**src/rtl/uart_pkg.sv**
```systemverilog
// Shared definitions for the UART receive path: receiver state encoding,
// default timing/depth parameters and counter reload helpers.
package uart_pkg;

   // 50 MHz clock, 115200 baud.
   localparam int unsigned CLKS_PER_BIT_DEF = 434;
   // 16-byte receive FIFO.
   localparam int unsigned DEPTH_LOG2_DEF   = 4;

   // Receiver frame states.
   typedef enum logic [1:0] {
      IDLE  = 2'd0,
      START = 2'd1,
      DATA  = 2'd2,
      STOP  = 2'd3
   } rx_state_t;

   // Reload for a full bit period; counting down to 0 spans clks cycles.
   function automatic logic [15:0] bit_load(input int unsigned clks);
      return 16'(clks - 1);
   endfunction

   // Reload used after the start edge so sampling lands mid-bit.
   function automatic logic [15:0] half_bit_load(input int unsigned clks);
      return 16'((clks / 2) - 1);
   endfunction

endpackage

```
**src/rtl/sync_fifo.sv**
```systemverilog
// Show-ahead synchronous FIFO with extra-MSB pointers. A push while full is
// accepted only if a pop happens on the same edge; otherwise it is dropped and
// reported on 'dropped' for one cycle.
module sync_fifo
   import uart_pkg::*;
#(
   parameter int unsigned DEPTH_LOG2 = DEPTH_LOG2_DEF,
   parameter int unsigned WIDTH      = 8
) (
   input  logic             clk,
   input  logic             rst,
   input  logic             wr_en,
   input  logic [WIDTH-1:0] wr_data,
   input  logic             rd_en,
   output logic [WIDTH-1:0] rd_data,
   output logic             empty,
   output logic             full,
   output logic             dropped
);

   localparam int unsigned DEPTH = 1 << DEPTH_LOG2;
   localparam logic [DEPTH_LOG2:0] PTR_ONE = {{DEPTH_LOG2{1'b0}}, 1'b1};

   logic [WIDTH-1:0]      mem [0:DEPTH-1];
   logic [DEPTH_LOG2:0]   wr_ptr;
   logic [DEPTH_LOG2:0]   rd_ptr;
   logic                  pop_ok;
   logic                  push_ok;

   assign empty   = (wr_ptr == rd_ptr);
   assign full    = (wr_ptr[DEPTH_LOG2] != rd_ptr[DEPTH_LOG2]) &&
                    (wr_ptr[DEPTH_LOG2-1:0] == rd_ptr[DEPTH_LOG2-1:0]);

   // A pop on the same edge frees the slot the push needs, so full only blocks
   // a push when no read is accepted alongside it.
   assign pop_ok  = rd_en && !empty;
   assign push_ok = wr_en && (!full || pop_ok);
   assign dropped = wr_en && full && !pop_ok;

   // Head byte is muxed to zero while empty so stale storage never leaks out.
   assign rd_data = empty ? '0 : mem[rd_ptr[DEPTH_LOG2-1:0]];

   // Pointer update; each pointer advances independently modulo 2*DEPTH.
   always_ff @(posedge clk or posedge rst) begin
      if (rst) begin
         wr_ptr <= '0;
         rd_ptr <= '0;
      end else begin
         // NOTE: sequential state uses non-blocking assignment so every flop
         // samples pre-edge values regardless of statement order.
         if (push_ok) wr_ptr <= wr_ptr + PTR_ONE;
         if (pop_ok)  rd_ptr <= rd_ptr + PTR_ONE;
      end
   end

   // Storage write.
   always_ff @(posedge clk) begin
      // NOTE: the storage array has no reset; its contents are only visible
      // through rd_data once a push has made the FIFO non-empty.
      if (push_ok) mem[wr_ptr[DEPTH_LOG2-1:0]] <= wr_data;
   end

endmodule

```
**src/rtl/uart_rx_fifo.sv**
```systemverilog
// 8N1 UART receiver feeding a show-ahead byte FIFO. rxd is synchronized,
// frames are timed by a 16-bit down-counter and sampled mid-bit, good bytes
// are pushed into sync_fifo, bad stop bits pulse frame_err, and a byte that
// arrives with the FIFO full sets the sticky overrun flag.
module uart_rx_fifo
   import uart_pkg::*;
#(
   parameter int unsigned CLKS_PER_BIT = CLKS_PER_BIT_DEF,
   parameter int unsigned DEPTH_LOG2   = DEPTH_LOG2_DEF
) (
   input  logic       clk,
   input  logic       rst,
   input  logic       rxd,
   input  logic       uart_rdreq,
   output logic [7:0] uart_in,
   output logic       uart_empty,
   output logic       overrun,
   output logic       frame_err
);

   localparam logic [15:0] BIT_LOAD  = bit_load(CLKS_PER_BIT);
   localparam logic [15:0] HALF_LOAD = half_bit_load(CLKS_PER_BIT);

   logic       rxd_meta;
   logic       rxd_sync;
   logic       rxd_prev;
   logic       rx_fall;

   rx_state_t  state,  state_n;
   logic [15:0] cnt,   cnt_n;
   logic [2:0]  idx,   idx_n;
   logic [7:0]  shift, shift_n;
   logic        push;
   logic        bad_stop;
   logic        dropped;
   logic        fifo_full;

   // Two-flop synchronizer plus an edge-detect stage; all idle high.
   always_ff @(posedge clk or posedge rst) begin
      if (rst) begin
         rxd_meta <= 1'b1;
         rxd_sync <= 1'b1;
         rxd_prev <= 1'b1;
      end else begin
         rxd_meta <= rxd;
         rxd_sync <= rxd_meta;
         rxd_prev <= rxd_sync;
      end
   end

   // Only a true high-to-low transition starts a frame, so a line left low
   // after a bad frame cannot retrigger the receiver.
   assign rx_fall = rxd_prev && !rxd_sync;

   // Receiver state, bit timer, bit index and shift register.
   always_ff @(posedge clk or posedge rst) begin
      if (rst) begin
         state <= IDLE;
         cnt   <= '0;
         idx   <= '0;
         shift <= '0;
      end else begin
         state <= state_n;
         cnt   <= cnt_n;
         idx   <= idx_n;
         shift <= shift_n;
      end
   end

   // Next-state logic: count down each bit period and sample on expiry.
   always_comb begin
      // NOTE: every output of this block gets a default first so no path
      // leaves a signal unassigned, which would infer a latch.
      state_n  = state;
      cnt_n    = cnt;
      idx_n    = idx;
      shift_n  = shift;
      push     = 1'b0;
      bad_stop = 1'b0;

      unique case (state)
         IDLE: begin
            if (rx_fall) begin
               state_n = START;
               cnt_n   = HALF_LOAD;
            end
         end

         START: begin
            if (cnt == 16'd0) begin
               if (!rxd_sync) begin
                  state_n = DATA;
                  cnt_n   = BIT_LOAD;
                  idx_n   = 3'd0;
               end else begin
                  // Start bit vanished by mid-bit: treat as a glitch.
                  state_n = IDLE;
               end
            end else begin
               cnt_n = cnt - 16'd1;
            end
         end

         DATA: begin
            if (cnt == 16'd0) begin
               shift_n[idx] = rxd_sync;
               cnt_n        = BIT_LOAD;
               if (idx == 3'd7) state_n = STOP;
               else             idx_n   = idx + 3'd1;
            end else begin
               cnt_n = cnt - 16'd1;
            end
         end

         STOP: begin
            if (cnt == 16'd0) begin
               if (rxd_sync) push     = 1'b1;
               else          bad_stop = 1'b1;
               state_n = IDLE;
            end else begin
               cnt_n = cnt - 16'd1;
            end
         end

         default: state_n = IDLE;
      endcase
   end

   assign frame_err = bad_stop;

   sync_fifo #(
      .DEPTH_LOG2 (DEPTH_LOG2),
      .WIDTH      (8)
   ) u_fifo (
      .clk     (clk),
      .rst     (rst),
      .wr_en   (push),
      .wr_data (shift),
      .rd_en   (uart_rdreq),
      .rd_data (uart_in),
      .empty   (uart_empty),
      .full    (fifo_full),
      .dropped (dropped)
   );

   // Sticky overrun: set by any dropped byte, cleared only by reset.
   always_ff @(posedge clk or posedge rst) begin
      if (rst)          overrun <= 1'b0;
      else if (dropped) overrun <= 1'b1;
   end

endmodule

```
**config.mk**
```make
export PLATFORM = sky130hd
export DESIGN_NAME = uart_rx_fifo
export DESIGN_NICKNAME = d
export VERILOG_FILES = /design/src/rtl/uart_pkg.sv /design/src/rtl/sync_fifo.sv /design/src/rtl/uart_rx_fifo.sv
export SDC_FILE = /design/constraint.sdc
export NUM_CORES = 1
export LEC_CHECK = 0
export CAP_MARGIN = 20
export CELL_PAD_IN_SITES_DETAIL_PLACEMENT = 1
export CELL_PAD_IN_SITES_GLOBAL_PLACEMENT = 1
export CORE_AREA = 2 2 126 128
export DETAILED_ROUTE_END_ITERATION = 7
export DIE_AREA = 0 0 128 130
export DONT_BUFFER_PORTS = 1
export PLACE_DENSITY = 0.76
export SLEW_MARGIN = 20
export SYNTH_ARGS = -nofsm -noshare
export SYNTH_HDL_FRONTEND = slang
export SYNTH_SLANG_ARGS = --single-unit
export TNS_END_PERCENT = 100
```
**constraint.sdc**
```tcl
create_clock -name clk -period 3 [get_ports clk]
set_input_delay 0.3 -clock clk [delete_from_list [all_inputs] [get_ports clk]]
set_output_delay 0.3 -clock clk [all_outputs]
set_load 0.01 [all_outputs]
```
Yosys cells after proc, flatten, opt, wreduce, memory -nomap -nowiden
Memory sizes are Yosys's and may differ from the RTL's.
Cells that the tools add are included.
{ "word_totals": {"reg_bits": 43, "mem_bits_rw": 128, "output_inout_bits": 11, "mem_count": 1} }
{ "op_classes": {"add_sub_neg": 4, "order_cmp": 2, "n_eq_ne": 16, "mux": 30, "reduce_logical": 19} }
{ "memory_table": {"columns": ["name", "words", "width", "read_ports", "rd_clocked_by_memory_dff", "wr", "line", "source"], "rows": [
  ["u_fifo.mem", 16, 8, 1, 0, 1, "sync_fifo.sv:24", "logic [WIDTH-1:0] mem [0:DEPTH-1];"]
]} }
{ "op_table": {"columns": ["op", "n"], "rows": [
  ["two-way mux 16 bit", 5],
  ["one-hot mux 16 bit (4 select lines)", 1],
  ["logical NOT 16 bit", 1],
  ["inequality test 2 bit, second input constant", 8],
  ["subtractor 16 x 1 -> 16 bit, second input constant", 1],
  ["two-way mux 2 bit", 6],
  ["two-way mux 3 bit", 4],
  ["adder 5 x 1 -> 5 bit, second input constant", 2],
  ["AND reduction 5 bit", 2],
  ["two-way mux 1 bit", 9],
  ["bitwise mux 8 bit", 1],
  ["two-way mux 8 bit", 1],
  ["one-hot mux 2 bit (4 select lines)", 1],
  ["logical AND 1 bit", 7],
  ["one-hot mux 3 bit (2 select lines)", 1],
  ["== test 5 bit", 1],
  ["== test 2 bit, second input constant", 2],
  ["== test 4 bit", 1],
  ["logical NOT 1 bit", 4],
  ["less-than comparator 3 x 4 -> 1 bit, second input constant", 1],
  ["adder 3 x 1 -> 3 bit, second input constant", 1],
  ["demux 1 bit (select 3 bit)", 1],
  ["== test 3 bit, second input constant", 1],
  ["greater-or-equal comparator 3 x 1 -> 1 bit, second input constant", 1],
  ["other kinds (8)", 8]
]} }

Longest topological paths before layout
Gate-level depths: netlist (run 1).
{ "logic_depth": {"ltp_word": 7, "ltp_mapped": 9, "mapped_depth_nobuf": 7} }

By module
From an unflattened synthesis (run 1), not the netlist that was laid out.
{ "unflattened": {"cells_unflattened": 457, "hier_area_um2": 7468.4} }
{ "modules_own_cells": {"columns": ["mod", "instances", "cells_each", "area_each_um2", "seq_area_each_um2"], "rows": [
  ["sync_fifo", 1, 272, 5585.4, 4093.9],
  ["uart_rx_fifo", 1, 185, 1883.1, 829.5]
]} }

Worst setup path after synthesis (run 1)
OpenSTA, ideal clock, no wires.
{ "synth_timing": {"kind": "flip-flop to flip-flop", "start": "register cnt[0]", "end": "memory u_fifo.mem[3][0], enable pin", "arrival_time_ps": 2749, "t_required_ps": 2615, "path_slack_ps": -135, "path_stages_with_launch": 9, "n_path_buf": 1, "synth_period_minus_slack_ps": 3135, "cell_sequence": "dfrtp_1 inv_1 ha_1 or4b_2 nor4_4 and3_1 buf_2 and3_1 nor3b_1"} }
{ "synth_between": {"elab_chain_len": 6} }
{ "synth_rtl": {"columns": ["element", "line", "source"], "rows": [
  ["from (decl)", "uart_rx_fifo.sv:30", "logic [15:0] cnt, cnt_n;"],
  ["from (signal assigned)", "uart_rx_fifo.sv:64", "cnt <= cnt_n;"],
  ["logical NOT 16 bit", "uart_rx_fifo.sv:116", "if (cnt == 16'd0) begin"],
  ["two-way mux 1 bit", "uart_rx_fifo.sv:116", null],
  ["two-way mux 1 bit", "uart_rx_fifo.sv:81", "unique case (state)"],
  ["logical AND 1 bit", "sync_fifo.sv:37", "assign push_ok = wr_en && (!full || pop_ok);"],
  ["two-way mux 1 bit", "sync_fifo.sv:60", "if (push_ok) mem[wr_ptr[DEPTH_LOG2-1:0]] <= wr_data;"],
  ["two-way mux 1 bit (implied by the code)", "sync_fifo.sv:60", null],
  ["to (decl)", "sync_fifo.sv:24", null]
]} }
Every way passes these cells.

Final worst setup path (run 1)
{ "layout_timing": {"start": "register cnt[0]", "end": "memory u_fifo.mem[12][0], enable pin"} }
The elaborated chain is that of the path after synthesis.

==> results of run 1 <==
==> critical path, stage by stage, from the launching register on <==
cell,delay [ns]
dfrtp_1,0.41
inv_1,0.13
ha_1,0.15
or4b_2,0.65
nor4_4,0.20
and3_2,0.31
nand3_1,0.25
nor2_1,0.22
buf_4,0.22
==> sequential cells by signal, indices dropped and copies added, names as in the netlist, named ones only <==
register       cells
u_fifo.mem       128
cnt               16
shift              8
u_fifo.rd_ptr      5
u_fifo.wr_ptr      5
idx                3
overrun            1
rxd_meta           1
rxd_prev           1
rxd_sync           1
state              1
==> per-layer routing <==
metal,GRT usage (%),vias up,routed length (um)
li1,-,1769,-
met2,35.3,83,8420
met4,7.24,0,228
met3,4.72,20,503
met5,0,-,0
met1,25.8,2090,6650
==> synthesized netlist by cell type, types with 2 or more instances <==
master / count / area [sq um]
nor2b_1: 9 / 56.3
edfxtp_1: 128 / 3840
buf_2: 2 / 10.0
o31ai_1: 3 / 22.5
and3_1: 4 / 25.0
buf_6: 3 / 33.8
nand3_1: 12 / 60.1
or4_1: 4 / 30.0
clkbuf_1: 11 / 41.3
mux4_2: 40 / 901
a211oi_1: 2 / 15.0
nor2_1: 26 / 97.6
or3_1: 6 / 37.5
xnor2_1: 9 / 78.8
dfstp_2: 3 / 78.8
xor2_1: 10 / 87.6
nand2_1: 11 / 41.3
nor3_1: 14 / 70.1
o21a_1: 2 / 15.0
a21oi_1: 9 / 45.0
a22o_1: 2 / 17.5
or3b_2: 2 / 17.5
o22a_1: 2 / 17.5
ha_1: 14 / 175
inv_1: 13 / 48.8
dfrtp_1: 40 / 1000
buf_1: 5 / 18.8
mux2_2: 10 / 113
mux2i_1: 3 / 30.0
nand2b_1: 5 / 31.3
a211oi_2: 2 / 25.0
a2111oi_0: 2 / 17.5
o21ai_0: 11 / 55.1
o211ai_1: 4 / 30.0
==> metrics by stage <==
step                power, mW  instance area [sq um]  instances
floorplan                4.37                   7370        441
global placement         4.76                   7700        635
detailed placement       4.83                   7700        635
CTS                      7.02                   8300        668
global route             7.28                   8310        668
finish                   6.97                   8310        668
==> cell usage in the layout (no fill, tap or decap), drive strengths merged, types with 12 or more instances in the layout <==
cell type,instances
edfxtp,128
mux4,40
dfrtp,40
nor2,26
buf,23
clkbuf,19
ha,14
inv,14
nor3,14
nand3,12
o21ai,12
==> cell type report <==
cell class | instances | area (sq um) | share of cell area (%)
inverter | 13 | 48.8 | 0.587
clock buffer | 19 | 433 | 5.21
multi-input combinational | 236 | 2310 | 27.8
timing repair buffer | 25 | 205 | 2.47
clock inverter | 12 | 149 | 1.79
tap | 192 | 240 | 2.89
sequential | 171 | 4920 | 59.3
==> kinds of logic (layout without fill, tap and decap cells) <==
group	Yosys count	in the layout	share of synthesized area [%]
XOR/XNOR	19	19	2.26
multiplexers	53	53	14.2
adder cells (fa/ha/maj)	14	14	2.38
AND/OR/NAND/NOR	101	101	7.51
AO/OA/AOI/OAI	49	49	4.76
flip-flops	171	171	66.9
buffers and inverters	34	69	2.07
==> repair_timing <==
item,in CTS,in global routing
hold buffers,2,0
endpoints found under the setup margin,0,57
gates resized for setup,0,3
endpoints found under the hold margin,37,0
==> power by group through the flow <==
stage	sequential [mW]	combinational, mW	clock [mW]
after floorplan	2.82	1.55	0
after global placement	2.87	1.90	0
after detailed placement	2.88	1.95	0
after CTS	2.84	1.98	2.21
after global routing	2.86	2.13	2.30
final	2.84	1.96	2.18
==> final timing paths <==
| path | depth (start not counted) | to | start | slack [ns] |
|---|---|---|---|---|
| min in group asynchronous | 2 | u_fifo.rd_ptr[2] | rst | 0.53 |
| max in group asynchronous | 2 | u_fifo.rd_ptr[0] | rst | 1.83 |
| max | 8 | u_fifo.mem[12][0] | cnt[0] | 0.15 |
| min reg2reg | 0 | rxd_sync | rxd_meta | 0.35 |
| max reg2reg | 8 | u_fifo.mem[12][0] | cnt[0] | 0.15 |
| min | 2 | u_fifo.rd_ptr[0] | uart_rdreq | 0.07 |
==> metrics.md, run 1 <==
| Metric | Value |
|---|---|
| Cell Int Power | between 4 and 5 mW |
| Syn Std Cell Area | 0.00736 sq mm |
| Hold WS | a little under 0.07 ns |
| Slew Limit Headroom | 37.0% |
| Area growth syn-to-layout | 12.8% |
| Syn avg cell area | 16.7 sq um |
| Detailed Place HPWL | slightly above 10000 um |
| Remaining antenna violation count after routing | 0 |
| RSZ-0062 raised after global routing | no |
| Upper clock frequency limit | 351 MHz |
| N_diodes | 0 |
| Status | completed |
| Crit path launch type | flip-flop |
| Synth Flop Type | edfxtp_1 |
| Via Count | 3962 |
| Fillers | around 1400 |
| P_sw | 2.13 mW |
| Clock Latency Late Sink | 0.43 ns |
| Critical path class | flip-flop to flip-flop |
| Full die area | 0.0166 sq mm |
| Pin count of the biggest net entering global routing | 44 |
| Yosys reg bits | 171 |
| Power share of the combinational group | 28.1% |
| Deepest clock path buffer count | 2 |
| GRT Residual Overflow | 0 |
| Final total negative setup slack | 0 ns |
| Yosys cell types | 52 |
| Async SR Flop Fraction | 25.1% |
| Drt drc | 0 |
| Synth Instances | 441 |
| Max Cap Viol | 0 |
| Max-slew violation count | 0 |
| GRT Overall Usage | 20.5% |
| Wire per inst | 23.7 um |
| Worst Path Arrival | 2.98 ns |
| Initial Utilization | 47.7% |
| Starting DRT DRC Count | 268 |
| Synth warnings | 0 |
| Worst Hold Class | primary input to flip-flop |
| Reg power frac | around two fifths |
| Leakage | 3.02 nW |
| Pre-Repair DR Iteration Count | 5 |
| Maximum VDD drop | 0.000520 V |
| Die width | 128 um |
| Final cell utilization of the core | between 50% and 60% |
| CTS root buf | clkbuf_16 |
| Clock skew | 0.0120 ns |
| Post-Syn Nets | 459 |
| Crit-path max FO | 8 |
| Reg clk slew, reported paths | 0.07 ns |
| # H-tree levels | 4 |
| Row cnt | 46 |
| Critical Path Sink Type | flip-flop |
| Seq/Total Area, Yosys | 66.9% |
| Number of flops mapped to enable cells by yosys | 128 |
| First-pass GRT wire length | 24600 um |
| Initial antenna violation count | 0 |
| Final setup margin | between 0.15 and 0.2 ns |
| Via density per instance | 5.93 |
| Die Span Y | 130 um |
| Worst slack at placement | 0.124 ns |
| Final hold violations | 0 |
| Nets | 482 |
| Number of port buffers | 0 |
| Vias in the first global route | 4203 |
| Post-CTS Setup Bufs | 0 |
| TritonCTS clock tree | done |
| Total core area | 0.0154 sq mm |
| Gp weighted congestion | 0.896 |
| Finish-stage setup viols | 0 |
| CP Data Required Time | 3.13 ns |
| Final wirelength | 15800 um |
| Clock Power Share | 31.3% |
| Sw Share | 30.6% |
| Pwr Density | approximately 840 mW/mm^2 |
| Fraction of layout cells with a size suffix above 1 | 25.4% |
| Period utilization | 94.9% |
| Clk sink count | about 170 |
| Slew at the pin with the worst max-slew slack | 0.944 ns |
| Min cycle time layout | 2.85 ns |
| Ports | 15 |
| CTS Buf Count | 17 |
Power figures use the tool's default switching activity.
==> run 2, diff against run 1 <==
--- a/config.mk
+++ b/config.mk
@@ -5,14 +5,14 @@
 export SDC_FILE = /design/constraint.sdc
 export NUM_CORES = 1
 export LEC_CHECK = 0
-export CAP_MARGIN = 20
+export CAP_MARGIN = 30
 export CELL_PAD_IN_SITES_DETAIL_PLACEMENT = 1
 export CELL_PAD_IN_SITES_GLOBAL_PLACEMENT = 1
-export CORE_AREA = 2 2 126 128
+export CORE_AREA = 2 2 115 117
 export DETAILED_ROUTE_END_ITERATION = 7
-export DIE_AREA = 0 0 128 130
+export DIE_AREA = 0 0 117 119
 export DONT_BUFFER_PORTS = 1
-export PLACE_DENSITY = 0.76
+export PLACE_DENSITY = 0.85
 export SLEW_MARGIN = 20
 export SYNTH_ARGS = -nofsm -noshare
 export SYNTH_HDL_FRONTEND = slang
==> constraint.sdc (replaced) <==
create_clock -name clk -period 3.5 [get_ports clk]
set_input_delay 0.35 -clock clk [delete_from_list [all_inputs] [get_ports clk]]
set_output_delay 0.35 -clock clk [all_outputs]
set_load 0.01 [all_outputs]
==> run 2 against run 1 <==
Count of clock-buffer cells in the layout fell by 1. Flip-flop and latch count did not move. Critical path depth fell by 1. Total power fell by 12%. Routed wire length rose by 6.2%. Global-route usage rose by 5.8 points. Non-clock buffer count fell by 2. Worst setup slack improved by 0.21 ns. Worst hold slack improved by 0.048 ns. Largest power group unchanged. Clock power fell by 8%. Cell count fell by 2.5%.
==> metrics.md, run 2 (same netlist as run 1, synthesis figures left out) <==
| Metric | Value |
|---|---|
| CTS root buf | clkbuf_16 |
| First-pass GRT wire length | 25800 um (+4.7%) |
| Most common cell after layout, fill and taps aside | edfxtp_1 |
| Clock skew | 0.0107 ns (-0.00132 ns) |
| Register area | 0.00492 sq mm (unchanged) |
| Worst slack at placement | 0.413 ns (+0.289 ns) |
| Critical Path Sink Type | flip-flop |
| Final hold violations | 0 (unchanged) |
| Critical path depth | 7 (-1) |
| Gp weighted congestion | 0.958 (+6.9%) |
| CTS Hold Bufs | 1 (-1) |
| Full die area | 0.0139 sq mm (-16%) |
| Crit-path slowest cell | o21ai_1 |
| Crit path launch type | flip-flop |
| Total core area | 0.0129 sq mm (-17%) |
| Die width | 117 um (-8.6%) |
| GRT Residual Overflow | 0 (unchanged) |
| Drt drc | 0 (unchanged) |
| Max-slew violation count | 0 (unchanged) |
| Period utilization | 89.6% (-5.3 points) |
| Worst R2R Start | cnt[0] |
| Initial Utilization | 57.2% (+9.5 points) |
| Critical path class | flip-flop to flip-flop |
| Reg2Reg Capture Point | cnt[15] |
| Max stage delay on crit path | 0.67 ns (+0.02 ns) |
| Crit-path max FO | 11 (+3) |
| GRT Overall Usage | 26.3% (+5.8 points) |
| Sw Share | 30.1% (-0.50 points) |
| Clk sink count | 171 (unchanged) |
| Clock Power Share | 32.8% (+1.5 points) |
| Worst R2R Path Depth | 7 (-1) |
| Pwr Density | 736 mW/mm^2 (-12%) |
| Finish-stage setup viols | 0 (unchanged) |
| Routed wl met3 | 773 um (+54%) |
| WP buf/inv | 1 (-1) |
| Worst reg-to-reg setup slack | 0.36 ns (+0.21 ns) |
| RSZ-0062 raised after global routing | no |
| Number of port buffers | 0 (unchanged) |
| N_diodes | 0 (unchanged) |
| Wire per inst | 25.8 um (+9.0%) |
| Power share of the combinational group | 26.9% (-1.2 points) |
| Via Count | 4032 (+1.8%) |
| Maximum VDD drop | 0.000427 V (-18%) |
| Via density per instance | 6.19 (+4.4%) |
| TritonCTS clock tree | done |
| Slew Limit Headroom | 43.8% (+6.8 points) |
| Post-CTS Setup Bufs | 0 (unchanged) |
| Hold depth | 2 (unchanged) |
| Area growth syn-to-layout | 13.1% |
| # H-tree levels | 4 (unchanged) |
| Pin count of the biggest net entering global routing | 44 (unchanged) |
| Total power | 6.13 mW (-12%) |
| CP cell instances | inv_1 > ha_1 > or4b_2 > or4_1 > o21ai_1 > o31ai_1 > a21oi_1 |
| Met1 WL | 6670 um (+0.20%) |
| Most frequent cells in the layout | edfxtp_1, mux4_2, dfrtp_1 |
| Fillers | 1145 (-21%) |
| Clock Latency Late Sink | 0.44 ns (about the same) |
| Fraction of layout cells with a size suffix above 1 | 24.2% (-1.2 points) |
| Detailed Place HPWL | 11000 um (+6.5%) |
| Row cnt | 42 (-8.7%) |
| Worst Path Arrival | 3.48 ns (+0.50 ns) |
| Min cycle time layout | 3.14 ns (+0.290 ns) |
| Hold WS | 0.115 ns (+0.0480 ns) |
| CP Data Required Time | 3.84 ns (+0.71 ns) |
| Multi-input gate area | 0.00229 sq mm (-0.76%) |
| Max Cap Viol | 0 (unchanged) |
| P_sw | 1.85 mW (-13%) |
| Reg power frac | 40.3% (-0.4 points) |
| Setup crit start | cnt[0] |
| Reg clk slew, reported paths | 0.06 ns (about the same) |
| Upper clock frequency limit | 319 MHz (-9.2%) |
| Status | completed |
| Cts repair resizes | 0 (unchanged) |
| Final setup margin | 0.362 ns (+0.210 ns) |
| Final total negative setup slack | 0 ns (unchanged) |
| Ports | 15 (unchanged) |
| Remaining antenna violation count after routing | 0 (unchanged) |
| Leakage | 3.03 nW (+0.40%) |
| Top Layer Used | met4 |
| Cell Int Power | 4.28 mW (-11%) |
| Deepest clock path buffer count | 2 (unchanged) |
| Worst Hold Class | primary input to flip-flop |
| Initial antenna violation count | 0 (unchanged) |
| Max reg flops | 128 (unchanged) |
| Starting DRT DRC Count | 321 (+20%) |
| Slew at the pin with the worst max-slew slack | 0.843 ns (-0.101 ns) |
| Final wirelength | 16800 um (+6.2%) |
| Crit path max-delay family | simple AND/OR/NAND/NOR gates |
| CTS Buf Count | 17 (unchanged) |
| Die Span Y | 119 um (-8.5%) |
| Worst Setup EP | cnt[15] |
| Nets | 480 (-0.41%) |
| Pre-Repair DR Iteration Count | 4 (-1) |
| Met2 routed WL | 8860 um (+5.2%) |
| Vias in the first global route | 4341 (+3.3%) |
run 2: worst min path at each step:
stage / to / slack (ns) / start
3_5_place_dp: rxd_sync / 0.35 / rxd_meta
3_3_place_gp: rxd_sync / 0.35 / rxd_meta
5_1_grt: u_fifo.rd_ptr[0] / 0.11 / uart_rdreq
2_1_floorplan: rxd_sync / 0.35 / rxd_meta
4_1_cts: u_fifo.rd_ptr[2] / 0.03 / rst
6_report: u_fifo.rd_ptr[0] / 0.12 / uart_rdreq
run 2: routing by layer:
| layer | track usage (%) | up-vias |
|---|---|---|
| li1 | - | 1764 |
| met1 | 33.5 | 2111 |
| met4 | 12.1 | 0 |
| met3 | 5.24 | 33 |
| met2 | 43.5 | 124 |
| met5 | 0 | - |
run 2: worst register-to-register path: cells and delay by family (launching register included):
kind | cells | cell delay, ns
compound gates | 3 | 1.06
fa+ha+maj | 1 | 0.17
buf+inv | 1 | 0.11
flops | 1 | 0.41
simple gates | 2 | 1.30
run 2: power groups by stage:
stage / clock [mW] / combinational (mW) / sequential (mW)
finish: 2.01 / 1.65 / 2.47
CTS: 2.03 / 1.66 / 2.47
global placement: 0 / 1.58 / 2.49
detailed placement: 0 / 1.64 / 2.51
global route: 2.11 / 1.80 / 2.49
floorplan: 0 / 1.33 / 2.42
run 2: cell type report:
type	instances	share of cell area (%)
clock buffers	18	5.15
clock inverters	14	2.42
inverters	13	0.586
multi-input cells	236	27.5
flip-flops and latches	171	59.1
well taps	176	2.64
repair buffers	23	2.58
run 2: metrics by stage:
| stage | instances | util [%] | area, sq um |
|---|---|---|---|
| floorplan | 441 | - | 7360 |
| global placement | 616 | 59.5 | 7660 |
| detailed placement | 616 | 59.5 | 7660 |
| CTS | 649 | 64.5 | 8300 |
| global route | 651 | 64.7 | 8330 |
| finish | 651 | 64.7 | 8330 |
==> run 3, diff against run 2 <==
--- a/config.mk
+++ b/config.mk
@@ -13,7 +13,6 @@
 export DIE_AREA = 0 0 117 119
 export DONT_BUFFER_PORTS = 1
 export PLACE_DENSITY = 0.85
-export SLEW_MARGIN = 20
 export SYNTH_ARGS = -nofsm -noshare
 export SYNTH_HDL_FRONTEND = slang
 export SYNTH_SLANG_ARGS = --single-unit
==> run 3 against run 2 <==
Count of clock-buffer cells in the layout unchanged. Worst hold slack better by 0.0053 ns. Sequential share of layout area is the same. Routed wire length is 0.34% lower. Die area is the same. Utilization is the same. Sequential power about the same. First-iteration DRC count up 17%. Critical path depth did not move.
==> metrics.md, run 3 (same netlist as run 1, synthesis figures left out) <==
| Metric | Value |
|---|---|
| Slew Limit Headroom | 43.9% (+0.097 points) |
| Worst Hold Class | primary input to flip-flop |
| Met2 routed WL | 8870 um (+0.20%) |
| Drt drc | 0 (unchanged) |
| Via density per instance | 6.18 (-0.27%) |
| Crit-path max FO | 8 (-3) |
| Reg clk slew, reported paths | 0.06 ns (about the same) |
| Pin count of the biggest net entering global routing | 44 (unchanged) |
| CTS root buf | clkbuf_16 |
| Slew at the pin with the worst max-slew slack | 0.842 ns (-0.00145 ns) |
| Initial Utilization | 57.2% (unchanged) |
| Dpl cell area | 0.00766 sq mm (unchanged) |
| RSZ-0062 raised after global routing | no |
| Nets | 480 (unchanged) |
| Area growth syn-to-layout | 13.1% (unchanged) |
| Deepest clock path buffer count | 2 (unchanged) |
| Routed wl met3 | 782 um (+1.2%) |
| Cts repair resizes | 0 (unchanged) |
| Initial antenna violation count | 0 (unchanged) |
| Remaining antenna violation count after routing | 0 (unchanged) |
| Die Span Y | 119 um (unchanged) |
| Met1 WL | 6590 um (-1.2%) |
| First-pass GRT wire length | 25800 um (unchanged) |
| Wire per inst | 25.7 um (-0.34%) |
| Post-CTS Setup Bufs | 0 (unchanged) |
| Hold depth | 2 (unchanged) |
| Final wirelength | 16700 um (-0.34%) |
| Min cycle time layout | 3.13 ns (-0.00675 ns) |
| Upper clock frequency limit | 319 MHz (+0.22%) |
| Crit path launch type | flip-flop |
| Maximum VDD drop | 0.000427 V (about the same) |
| Clk sink count | 171 (unchanged) |
| Reg2Reg Capture Point | u_fifo.mem[14][3] |
| Die width | 117 um (unchanged) |
| Row cnt | 42 (unchanged) |
| CP Data Required Time | 3.56 ns (-0.28 ns) |
| Via Count | 4021 (-0.27%) |
| Final hold violations | 0 (unchanged) |
| Fraction of layout cells with a size suffix above 1 | 24.2% (unchanged) |
| Worst R2R Start | cnt[0] |
| Most common cell after layout, fill and taps aside | edfxtp_1 |
| Clock Latency Late Sink | 0.43 ns (about the same) |
| Starting DRT DRC Count | 376 (+17%) |
| N_diodes | 0 (unchanged) |
| Pwr Density | 735 mW/mm^2 (-0.12%) |
| Ports | 15 (unchanged) |
| Period utilization | 89.5% (-0.19 points) |
| GRT Residual Overflow | 0 (unchanged) |
| Gp weighted congestion | 0.958 (unchanged) |
| Detailed Place HPWL | 11000 um (unchanged) |
| Number of port buffers | 0 (unchanged) |
| Max Cap Viol | 0 (unchanged) |
| Critical Path Sink Type | flip-flop |
| Pre-Repair DR Iteration Count | 4 (unchanged) |
| Final total negative setup slack | 0 ns (unchanged) |
| Full die area | 0.0139 sq mm (unchanged) |
| Clock skew | 0.00753 ns (-0.00316 ns) |
| CTS Buf Count | 17 (unchanged) |
| Total core area | 0.0129 sq mm (unchanged) |
| Worst R2R Path Depth | 7 (unchanged) |
| Max-slew violation count | 0 (unchanged) |
| Worst Path Arrival | 3.19 ns (-0.29 ns) |
| Finish-stage setup viols | 0 (unchanged) |
| Post-route cell area | 0.00833 sq mm (unchanged) |
| Status | completed |
| # H-tree levels | 4 (unchanged) |
| Leakage | 3.03 nW (unchanged) |
| Most frequent cells in the layout | edfxtp_1, mux4_2, dfrtp_1 |
| Hold path start | uart_rdreq |
| Fillers | 1146 (+0.087%) |
| Hold Crit Endpoint | u_fifo.rd_ptr[0] |
| Critical path class | flip-flop to flip-flop |
| GRT Overall Usage | 26.3% (unchanged) |
| Vias in the first global route | 4341 (unchanged) |
| Worst reg-to-reg setup slack | 0.37 ns (about the same) |
| TritonCTS clock tree | done |
| CTS Hold Bufs | 1 (unchanged) |
| Max reg flops | 128 (unchanged) |
| Top Layer Used | met4 |
[run 3: routing by layer]
layer  GRT usage, %  vias up
met2           43.5      125
li1               -     1763
met4           12.1        0
met3           5.24       35
met5              0        -
met1           33.5     2098
[run 3: metrics by stage]
| step | hold slack [ns] | util (%) | std cells | total power [mW] | setup WS (ns) |
|---|---|---|---|---|---|
| 5_1_grt | 0.114 | 64.7 | 651 | 6.39 | 0.209 |
| 3_5_place_dp | 0.348 | 59.5 | 616 | 4.15 | 0.413 |
| 4_1_cts | 0.0310 | 64.5 | 649 | 6.17 | 0.386 |
| 2_1_floorplan | 0.345 | - | 441 | 3.75 | 0.365 |
| 3_3_place_gp | 0.351 | 59.5 | 616 | 4.08 | 0.553 |
| 6_report | 0.121 | 64.7 | 651 | 6.12 | 0.369 |
[run 3: how the worst max path moves through the flow]
stage / cells past startpoint / endpoint / startpoint
2_1_floorplan: 8 / u_fifo.mem[3][0] / cnt[0]
5_1_grt: 7 / u_fifo.mem[14][0] / cnt[0]
4_1_cts: 7 / u_fifo.mem[14][3] / cnt[0]
6_report: 7 / u_fifo.mem[14][3] / cnt[0]
3_3_place_gp: 7 / cnt[5] / cnt[0]
3_5_place_dp: 7 / u_fifo.mem[14][1] / cnt[0]
[run 3: area by class of cell]
type | instances | area, sq um | area share (%)
Timing Repair Buffer | 23 | 215 | 2.58
Multi-Input combinational cell | 236 | 2290 | 27.5
Clock buffer | 18 | 429 | 5.15
Tap cell | 176 | 220 | 2.64
Inverter | 13 | 48.8 | 0.586
Sequential cell | 171 | 4920 | 59.1
Clock inverter | 14 | 201 | 2.42
[run 3: critical path, stage by stage, from the launching register on]
cell and delay (ns):
dfrtp_1 0.41, inv_1 0.11, ha_1 0.16, or4b_2 0.65
nor4_4 0.20, and3_1 0.40, nand3_1 0.23, nor2_1 0.59
[run 3: power breakdown]
group	switching [mW]	internal (mW)	total, mW
clock network	0.751	1.25	2.01
registers	0.182	2.29	2.47
logic	0.905	0.740	1.64
total	1.84	4.28	6.12
